### config.mk
export PLATFORM = sky130hd
export DESIGN_NAME = fetch_stage
export DESIGN_NICKNAME = d
export VERILOG_FILES = /design/src/rtl/fetch_stage_pkg.sv /design/src/rtl/fetch_skid_buf.sv /design/src/rtl/fetch_stage.sv
export SDC_FILE = /design/constraint.sdc
export NUM_CORES = 1
export LEC_CHECK = 0
export ABC_AREA = 1
export ABC_CLOCK_PERIOD_IN_PS = 4990
export BUFFER_PORTS_ARGS = -buffer_cell sky130_fd_sc_hd__buf_4
export CAP_MARGIN = 0
export CORE_UTILIZATION = 45
export DETAILED_ROUTE_END_ITERATION = 8
export MAX_ROUTING_LAYER = met4
export PLACE_DENSITY = 0.66
export REMOVE_ABC_BUFFERS = 1
export SLEW_MARGIN = 20
export SYNTH_ARGS = -nofsm -noshare
export SYNTH_HDL_FRONTEND = slang
export SYNTH_SLANG_ARGS = --single-unit
### constraint.sdc
create_clock -name clk -period 4.99 [get_ports clk]
set_clock_uncertainty 0.2 [all_clocks]
set_input_delay 0 -clock clk [delete_from_list [all_inputs] [get_ports clk]]
set_output_delay 0 -clock clk [all_outputs]
set_load 0.01 [all_outputs]
### src/rtl/fetch_stage_pkg.sv
// Shared types for the instruction-fetch stage: bus request/response,
// the F/D payload, the fetch FSM encoding and small PC/payload helpers.
package fetch_stage_pkg;

  localparam logic [63:0] RESET_PC_DEF = 64'h8000_0000;
  localparam logic [63:0] PC_STEP_DEF  = 64'd4;

  typedef enum logic [1:0] {
    S_REQ  = 2'd0,
    S_HOLD = 2'd1,
    S_DROP = 2'd2
  } fetch_state_t;

  typedef struct packed {
    logic        valid;
    logic [63:0] addr;
  } ibus_req_t;

  typedef struct packed {
    logic        addr_ok;
    logic        data_ok;
    logic [31:0] data;
  } ibus_resp_t;

  typedef struct packed {
    logic [31:0] raw_instr;
    logic [63:0] pc;
    logic        stall;
  } fetch_data_t;

  // One fetched instruction with the address it came from.
  typedef struct packed {
    logic [31:0] raw_instr;
    logic [63:0] pc;
  } fetch_entry_t;

  // Instructions are word aligned; the low two bits of a target are dropped.
  function automatic logic [63:0] align_pc(input logic [63:0] pc);
    return pc & ~64'h3;
  endfunction

  // Empty F/D slot: zero instruction, stall flag raised.
  function automatic fetch_data_t bubble(input logic [63:0] pc);
    fetch_data_t f;
    f.raw_instr = 32'h0;
    f.pc        = pc;
    f.stall     = 1'b1;
    return f;
  endfunction

  // Real instruction presented to the F/D register.
  function automatic fetch_data_t present(input fetch_entry_t e);
    fetch_data_t f;
    f.raw_instr = e.raw_instr;
    f.pc        = e.pc;
    f.stall     = 1'b0;
    return f;
  endfunction

endpackage

### src/rtl/fetch_skid_buf.sv
// Single-entry holding register. Catches the instruction that returns while
// the F/D slot is occupied and stalled, so no fetched word is ever lost.
module fetch_skid_buf
  import fetch_stage_pkg::*;
(
  input  logic         clk,
  input  logic         reset,     // synchronous, active-low
  input  logic         load_i,
  input  logic         clear_i,
  input  fetch_entry_t data_i,
  output fetch_entry_t data_o,
  output logic         valid_o
);

  logic         valid_q;
  fetch_entry_t data_q;

  // Occupancy flag: clear wins over load so a flush always empties the entry.
  always_ff @(posedge clk) begin
    if (!reset) begin
      valid_q <= 1'b0;
    end else if (clear_i) begin
      valid_q <= 1'b0;
    end else if (load_i) begin
      valid_q <= 1'b1;
    end
  end

  // Payload storage; only meaningful while valid_q is set, so it needs no reset.
  always_ff @(posedge clk) begin
    if (load_i) begin
      data_q <= data_i;
    end
  end

  assign data_o  = data_q;
  assign valid_o = valid_q;

endmodule

### src/rtl/fetch_stage.sv
// Instruction-fetch stage. Owns the PC, runs a single-outstanding ibus
// handshake and presents one instruction per cycle to the F/D register,
// absorbing downstream stalls and execute-stage redirects.
module fetch_stage
  import fetch_stage_pkg::*;
#(
  parameter logic [63:0] RESET_PC = RESET_PC_DEF,
  parameter logic [63:0] PC_STEP  = PC_STEP_DEF
) (
  input  logic        clk,
  input  logic        reset,           // synchronous, active-low
  output ibus_req_t   ireq,
  input  ibus_resp_t  iresp,
  input  logic        stall,
  input  logic        redirect_valid,
  input  logic [63:0] redirect_pc,
  output fetch_data_t dataF,
  output logic        dataF_valid
);

  fetch_state_t state_q;
  logic [63:0]  pc_q;
  logic [63:0]  tgt_q;
  fetch_data_t  dataF_q;
  logic         dataF_valid_q;

  logic [63:0]  redir_tgt;
  logic [63:0]  pc_inc;
  logic         data_ok;
  logic         hold_load;
  logic         hold_clear;
  logic         hold_valid;
  fetch_entry_t hold_in;
  fetch_entry_t hold_out;

  // Only one request is ever in flight, so address acceptance carries no information.
  logic addr_ok_unused;
  assign addr_ok_unused = iresp.addr_ok;

  assign data_ok   = iresp.data_ok;
  assign redir_tgt = align_pc(redirect_pc);
  assign pc_inc    = pc_q + PC_STEP;   // wraps modulo 2^64
  assign hold_in   = '{raw_instr: iresp.data, pc: pc_q};

  // Skid-buffer control: park a returning word when F/D is full and stalled;
  // drain it once the stall lifts; drop it on any redirect.
  always_comb begin
    hold_load  = 1'b0;
    hold_clear = 1'b0;
    if (state_q == S_REQ && !redirect_valid && data_ok && dataF_valid_q && stall) begin
      hold_load = 1'b1;
    end
    if (redirect_valid || (state_q == S_HOLD && !stall)) begin
      hold_clear = 1'b1;
    end
  end

  fetch_skid_buf u_hold (
    .clk     (clk),
    .reset   (reset),
    .load_i  (hold_load),
    .clear_i (hold_clear),
    .data_i  (hold_in),
    .data_o  (hold_out),
    .valid_o (hold_valid)
  );

  // Bus request: idle while the skid entry is waiting, forced low during reset.
  always_comb begin
    ireq.valid = reset && (state_q != S_HOLD);
    ireq.addr  = pc_q;
  end

  // Fetch FSM with registered F/D outputs. Priority: reset, redirect, data_ok, stall release.
  always_ff @(posedge clk) begin
    if (!reset) begin
      state_q       <= S_REQ;
      pc_q          <= RESET_PC;
      dataF_q       <= bubble(64'h0);
      dataF_valid_q <= 1'b0;
    end else begin
      unique case (state_q)
        S_REQ: begin
          if (redirect_valid) begin
            dataF_q       <= bubble(dataF_q.pc);
            dataF_valid_q <= 1'b0;
            if (data_ok) begin
              // Response retired this cycle; the returned word is thrown away.
              pc_q <= redir_tgt;
            end else begin
              // Keep the in-flight address on the bus until its response drains.
              state_q <= S_DROP;
            end
          end else if (data_ok) begin
            pc_q <= pc_inc;
            if (!dataF_valid_q || !stall) begin
              dataF_q       <= present(hold_in);
              dataF_valid_q <= 1'b1;
            end else begin
              state_q <= S_HOLD;
            end
          end else if (dataF_valid_q && !stall) begin
            // Downstream took the instruction and nothing new arrived.
            dataF_q       <= bubble(dataF_q.pc);
            dataF_valid_q <= 1'b0;
          end
        end

        S_HOLD: begin
          if (redirect_valid) begin
            dataF_q       <= bubble(dataF_q.pc);
            dataF_valid_q <= 1'b0;
            pc_q          <= redir_tgt;
            state_q       <= S_REQ;
          end else if (!stall) begin
            dataF_q       <= present(hold_out);
            dataF_valid_q <= hold_valid;
            state_q       <= S_REQ;
          end
        end

        S_DROP: begin
          if (redirect_valid) begin
            dataF_q       <= bubble(dataF_q.pc);
            dataF_valid_q <= 1'b0;
            if (data_ok) begin
              pc_q    <= redir_tgt;
              state_q <= S_REQ;
            end
          end else if (data_ok) begin
            pc_q    <= tgt_q;
            state_q <= S_REQ;
          end
        end

        default: begin
          state_q <= S_REQ;
        end
      endcase
    end
  end

  // Pending redirect target, captured whenever the old request must drain first;
  // a later redirect during the drain replaces it.
  always_ff @(posedge clk) begin
    if (redirect_valid && !data_ok && state_q != S_HOLD) begin
      tgt_q <= redir_tgt;
    end
  end

  assign dataF       = dataF_q;
  assign dataF_valid = dataF_valid_q;

endmodule

== Yosys cells after proc, flatten, opt, wreduce, memory -nomap -nowiden ==
Index checks and enable logic that the tools add are counted.

* Bits in registers: 323
* Word-level logic and storage cells: 87
* Bits of input ports: 102

* Bitwise operators: 2
* Reduce and logical (&&, ||, !) cells: 23
* Add/sub/neg operators: 1
* Multiplexer cells: 33
* Equal/unequal tests: 18

{| class="wikitable"
|+ Operators by type and width
! kind !! count
|-
| two-way mux 97 bit || 7
|-
| two-way mux 64 bit || 6
|-
| one-hot mux 97 bit (3 select lines) || 1
|-
| one-hot mux 64 bit (3 select lines) || 1
|-
| adder 64 x 3 -> 64 bit (second input constant) || 1
|-
| inequality test 3 bit (second input constant) || 5
|-
| two-way mux 2 bit || 7
|-
| inequality test 2 bit (second input constant) || 7
|-
| AND reduction 5 bit || 2
|-
| logical AND 1 bit || 9
|-
| two-way mux 1 bit || 9
|-
| inequality test 4 x 3 -> 1 bit (second input constant) || 2
|-
| AND reduction 7 bit || 1
|-
| one-hot mux 2 bit (3 select lines) || 1
|-
| zero test 1 bit || 4
|-
| inequality test 2 x 1 -> 1 bit (second input constant) || 2
|-
| AND reduction 4 bit || 1
|-
| one-hot mux 1 bit (3 select lines) || 1
|-
| nonzero test 3 bit || 1
|-
| equality test 2 x 1 -> 1 bit (second input constant) || 1
|-
| equality test 2 bit (second input constant) || 1
|-
| zero test 2 bit || 1
|-
| logical OR 1 bit || 2
|-
| NOT 1 bit || 2
|-
| other kinds (2) || 2
|}

== Longest topological paths before layout ==
* Word-level depth: 6
* Depth in mapped cells: 13

== Modules after synthesis ==
Synthesis repeated with hierarchy kept, for this count alone.

* Cells, all modules: 2006
* Area total of the unflattened synthesis: 15862.7 µm²

{| class="wikitable"
|+ Modules (own cells, without submodules)
! module !! times used !! area each (µm²) !! cells each
|-
| fetch_stage || 1 || 12944.9 || 1905
|-
| fetch_skid_buf || 1 || 2917.8 || 101
|}

== Worst setup path after synthesis ==
Ideal clock, no wire load.

* Kind: register -> register
* Start: register state_q[1]
* End: register tgt_q[10], enable pin
* Setup time: 0.482 ns
* Setup slack: 0.727 ns
* Arrival: 3.581 ns
* Clock period less this slack: 4.263 ns
* Data required time: 4.308 ns
* Cell stages (with the launch flop): 6
* Path buffers: 2
* Cell sequence: dfxtp_1 inv_1 ha_1 buf_2 buf_1 nor2_1

* Longest elaborated chain between the ends: 2

{| class="wikitable"
|+ RTL lines
! item !! line !! text
|-
| start, declared || fetch_stage.sv:21 || <nowiki>fetch_state_t state_q;</nowiki>
|-
| start signal, assigned || fetch_stage.sv:77 || <nowiki>state_q <= S_REQ;</nowiki>
|-
| start signal, assigned || fetch_stage.sv:92 || <nowiki>state_q <= S_DROP;</nowiki>
|-
| start signal, assigned || fetch_stage.sv:100 || <nowiki>state_q <= S_HOLD;</nowiki>
|-
| inequality test 2 x 1 -> 1 bit || fetch_stage.sv:146 || <nowiki>if (redirect_valid && !data_ok && state_q != S_HOLD) begin</nowiki>
|-
| logical AND 1 bit || fetch_stage.sv:146 ||
|-
| end signal, assigned || fetch_stage.sv:147 || <nowiki>tgt_q <= redir_tgt;</nowiki>
|-
| end, declared || fetch_stage.sv:23 || <nowiki>logic [63:0] tgt_q;</nowiki>
|}

No other way between the ends.
A chain may end at the register's enable or synchronous reset.

== Worst setup path in the final report ==
* Start: register state_q[0]
* End: register pc_q[33]

* Longest elaborated chain between the ends: 3
* Elaborated cells between the ends (all ways): 9
* Classes of those cells: eq/ne: 5; mux: 1; reduce/logical: 3

{| class="wikitable"
|+ RTL lines
! item !! line !! text
|-
| equality test 2 bit (tied with other cells) || fetch_stage.sv:82 || <nowiki>unique case (state_q)</nowiki>
|-
| inequality test 3 bit (no line) (tied with other cells) || n/a ||
|-
| AND reduction 4 bit (no line) || n/a ||
|-
| end signal, assigned || fetch_stage.sv:89 || <nowiki>pc_q <= redir_tgt;</nowiki>
|-
| end signal, assigned || fetch_stage.sv:95 || <nowiki>pc_q <= pc_inc;</nowiki>
|-
| end signal, assigned || fetch_stage.sv:113 || <nowiki>pc_q <= redir_tgt;</nowiki>
|-
| end, declared || fetch_stage.sv:22 || <nowiki>logic [63:0] pc_q;</nowiki>
|}

Parallel ways exist; a longest one is shown, timed or not.

==> run_results.csv <==
group,metric,value,unit
run_status,status,"complete, no violations",
synth,synth_top_area_share,30.1,%
sta,setup_viol,0,
drt,routed_wl,50.2,mm
setup_path,r2r_slack,1.30,ns
sta,hold_viol,0,
floorplanning,io_pins,265,
setup_path,cp-end-kind,"register",
placed_design,port_buffers,261,
final_layout,layout-drive-gt1-share,16.5,%
cts,hold_buffers,109,
final_layout,stdcell_area,0.0202,mm²
drt,dr.pass1.iters,5,
grt,grt_pass1_vias,14398,
cts,postCtsSetupRepairBufs,0,
drt,antenna_left,0,
drt,drt_iter0_drc,1209,
sta,period_share,73.9,%
placed_design,dpl.hpwl,32.7,mm
sta,fin_ws,1.30,ns
job,cap_violations,0,
synth,synth_seq_cells,323,
drt,num_vias,15373,
synth,synth_edf_count,158,
placed_design,dpl.cell_count,2622,
final_layout,nNetsFinal,2422,
cts,cts_root_buffer,"clkbuf_16",
grt,grt_max_degree,99,
drt,post_drt_wl_per_cell,18.0,µm
floorplanning,placementRows,68,
min_path,hold_path_class,"in2reg",
placed_design,globalplace.congestion,0.926,
sta,timing.fmax,0.271,GHz
sta,rsz0062_at_grt,"no",
synth,ys_types,40,
power_and_ir_drop,p_leak,0.00773,µW
cts,clk_pin_slew,0.06,ns
synth,netlist_area,0.0158,mm²
power_and_ir_drop,peakVddDrop,0.343,mV
cts,cts_max_level,2,
placed_design,place_ws,1.38,ns
floorplanning,core_area,0.0345,mm²
synth,yosysTopAreaCell,"edfxtp_1",
drt,via_per_inst,5.50,
setup_path,crit_path_start_kind,"register",
grt,gr-total-overflow,0,
grt,antenna_found_initial,1,
cts,cts_buffers,37,
synth,synth_seq_area_share,51.1,%
synth,synthCells,2001,
floorplanning,start_util,45.6,%
sta,drv_slew,0,
synth,async_reset_ff_share,0,%
sta,fin_crit,3.69,ns
power_and_ir_drop,powerDensity,548,mW/mm²
final_layout,final_cells,2796,
setup_path,crit_required,5.21,ns
floorplanning,fp.dieH,189,µm
setup_path,path_max_fanout,60,
synth,netlist_top_cells_area,"edfxtp_1, dfxtp_1, nand2_1",
synth,ys_warn_count,0,
setup_path,cp.arrival,3.91,ns
final_layout,area_growth,28.3,%
cts,clock_path_buffers,3,
grt,grt_pass1_wl,77.6,mm
sta,max_slew_margin,31.5,%
drt,post-route-drc-count,0,
cts,post_cts_resized,0,
floorplanning,die-area,0.0358,mm²
cts,insertion_delay,0.52,ns
cts,cts.sinks,323,
cts,cts_tree,"yes",
sta,tightest_slew,1.03,ns
setup_path,worstSetupPathType,"reg2reg",
synth,synthFlopType,"dfxtp_1",
synth,syn_area_per_cell,7.88,µm²
grt,grtUsageTotal,28.0,%
floorplanning,die_w,189,µm
placed_design,dpl_cell_area,0.0180,mm²
-- logic make-up after synthesis --
logic type,share of synthesized area [%]
AOI/OAI and AO/OA,19.1
adders and majority gates,0.397
buffers and inverters,7.50
DFF,51.1
and+or+nand+nor,22.0
-- path summary, 6_finish.rpt --
kind                           start  cells after the start                           to
max reg2reg  state_q[0]$_SDFFE_PN0P_                     11        pc_q[33]$_SDFFE_PN0P_
max          state_q[0]$_SDFFE_PN0P_                     11        pc_q[33]$_SDFFE_PN0P_
min                        iresp[14]                      2  u_hold.data_o[78]$_DFFE_PP_
min reg2reg     pc_q[0]$_SDFFE_PN0P_                      2         pc_q[0]$_SDFFE_PN0P_
-- state kept, by name (all words and copies together), names as in the netlist --
name            flops
dataF              97
dataF_valid         1
pc_q               64
state_q             2
tgt_q              62
u_hold.data_o      96
u_hold.valid_o      1
-- cells in the mapped netlist (10+ instances only) --
cell type / n
o21ai_1: 97
a221oi_1: 51
nand4_1: 10
edfxtp_1: 158
nor2_1: 179
o22ai_1: 22
clkbuf_1: 51
dfxtp_1: 165
nand3_1: 52
a21oi_1: 98
buf_2: 48
nor2_2: 11
a31oi_1: 89
inv_1: 164
inv_2: 13
o21ai_0: 134
o211ai_1: 11
nand2_1: 585
-- routing by layer --
metal / global-route usage [%] / part of all wire (%)
met5: - / 0
met2: 44.7 / 46
met3: 3.60 / 7.1
met1: 36.9 / 44
met4: 9.15 / 2.8
-- through the flow --
stage | TNS (ns) | total power (µW) | hold slack [ns] | util, %
2_1_floorplan | -109.71 | 6530 | -0.116 | -
3_3_place_gp | 0 | 8290 | -0.0110 | 52.1
3_5_place_dp | 0 | 8390 | -0.0107 | 52.1
4_1_cts | 0 | 11100 | 0.000392 | 58.5
5_1_grt | 0 | 11800 | 0.00839 | 58.6
6_report | 0 | 11100 | 0.00965 | 58.6
-- cells in the final DEF, fill, tap and decap left out, drive strengths merged, types with 5 or more instances in the layout --
cell | netlist | routed
clkbuf | 51 | 43
nand3 | 53 | 53
or2 | 9 | 9
o211ai | 11 | 11
o22ai | 22 | 22
nor3 | 5 | 5
inv | 177 | 179
ha | 5 | 5
o21ai | 232 | 232
nor2 | 195 | 195
nand2 | 591 | 591
dlygate4sd3 | 0 | 109
nand4 | 10 | 10
a221oi | 52 | 52
buf | 63 | 280
edfxtp | 158 | 158
clkinvlp | 0 | 5
dfxtp | 165 | 165
a21oi | 98 | 98
clkinv | 0 | 10
a31oi | 89 | 89
-- where the power goes --
group / internal, µW / total [µW] / switching (µW)
clock network: 1520 / 2630 / 1110
logic: 1700 / 4290 / 2590
registers: 3460 / 4170 / 709
-- worst max-delay path: stages (launching register included) --
cell,delay (ns)
dfxtp_1,0.38
inv_1,0.10
ha_1,0.49
inv_2,0.26
nor2_4,0.04
buf_4,0.25
o21ai_2,0.21
nand3_1,0.13
inv_2,0.74
buf_4,0.42
o21ai_0,0.14
a31oi_1,0.22
-- final cells by class --
cell class,count,area [µm²]
Antenna cell,2,5.00
Timing Repair Buffer,389,3230
Clock inverter,20,191
Inverter,177,667
Fill cell,3135,14300
Multi-Input combinational cell,1387,6570
Sequential cell,323,8050
Tap cell,455,569
Clock buffer,43,948
No activity file was read; power rests on OpenSTA's default activity.
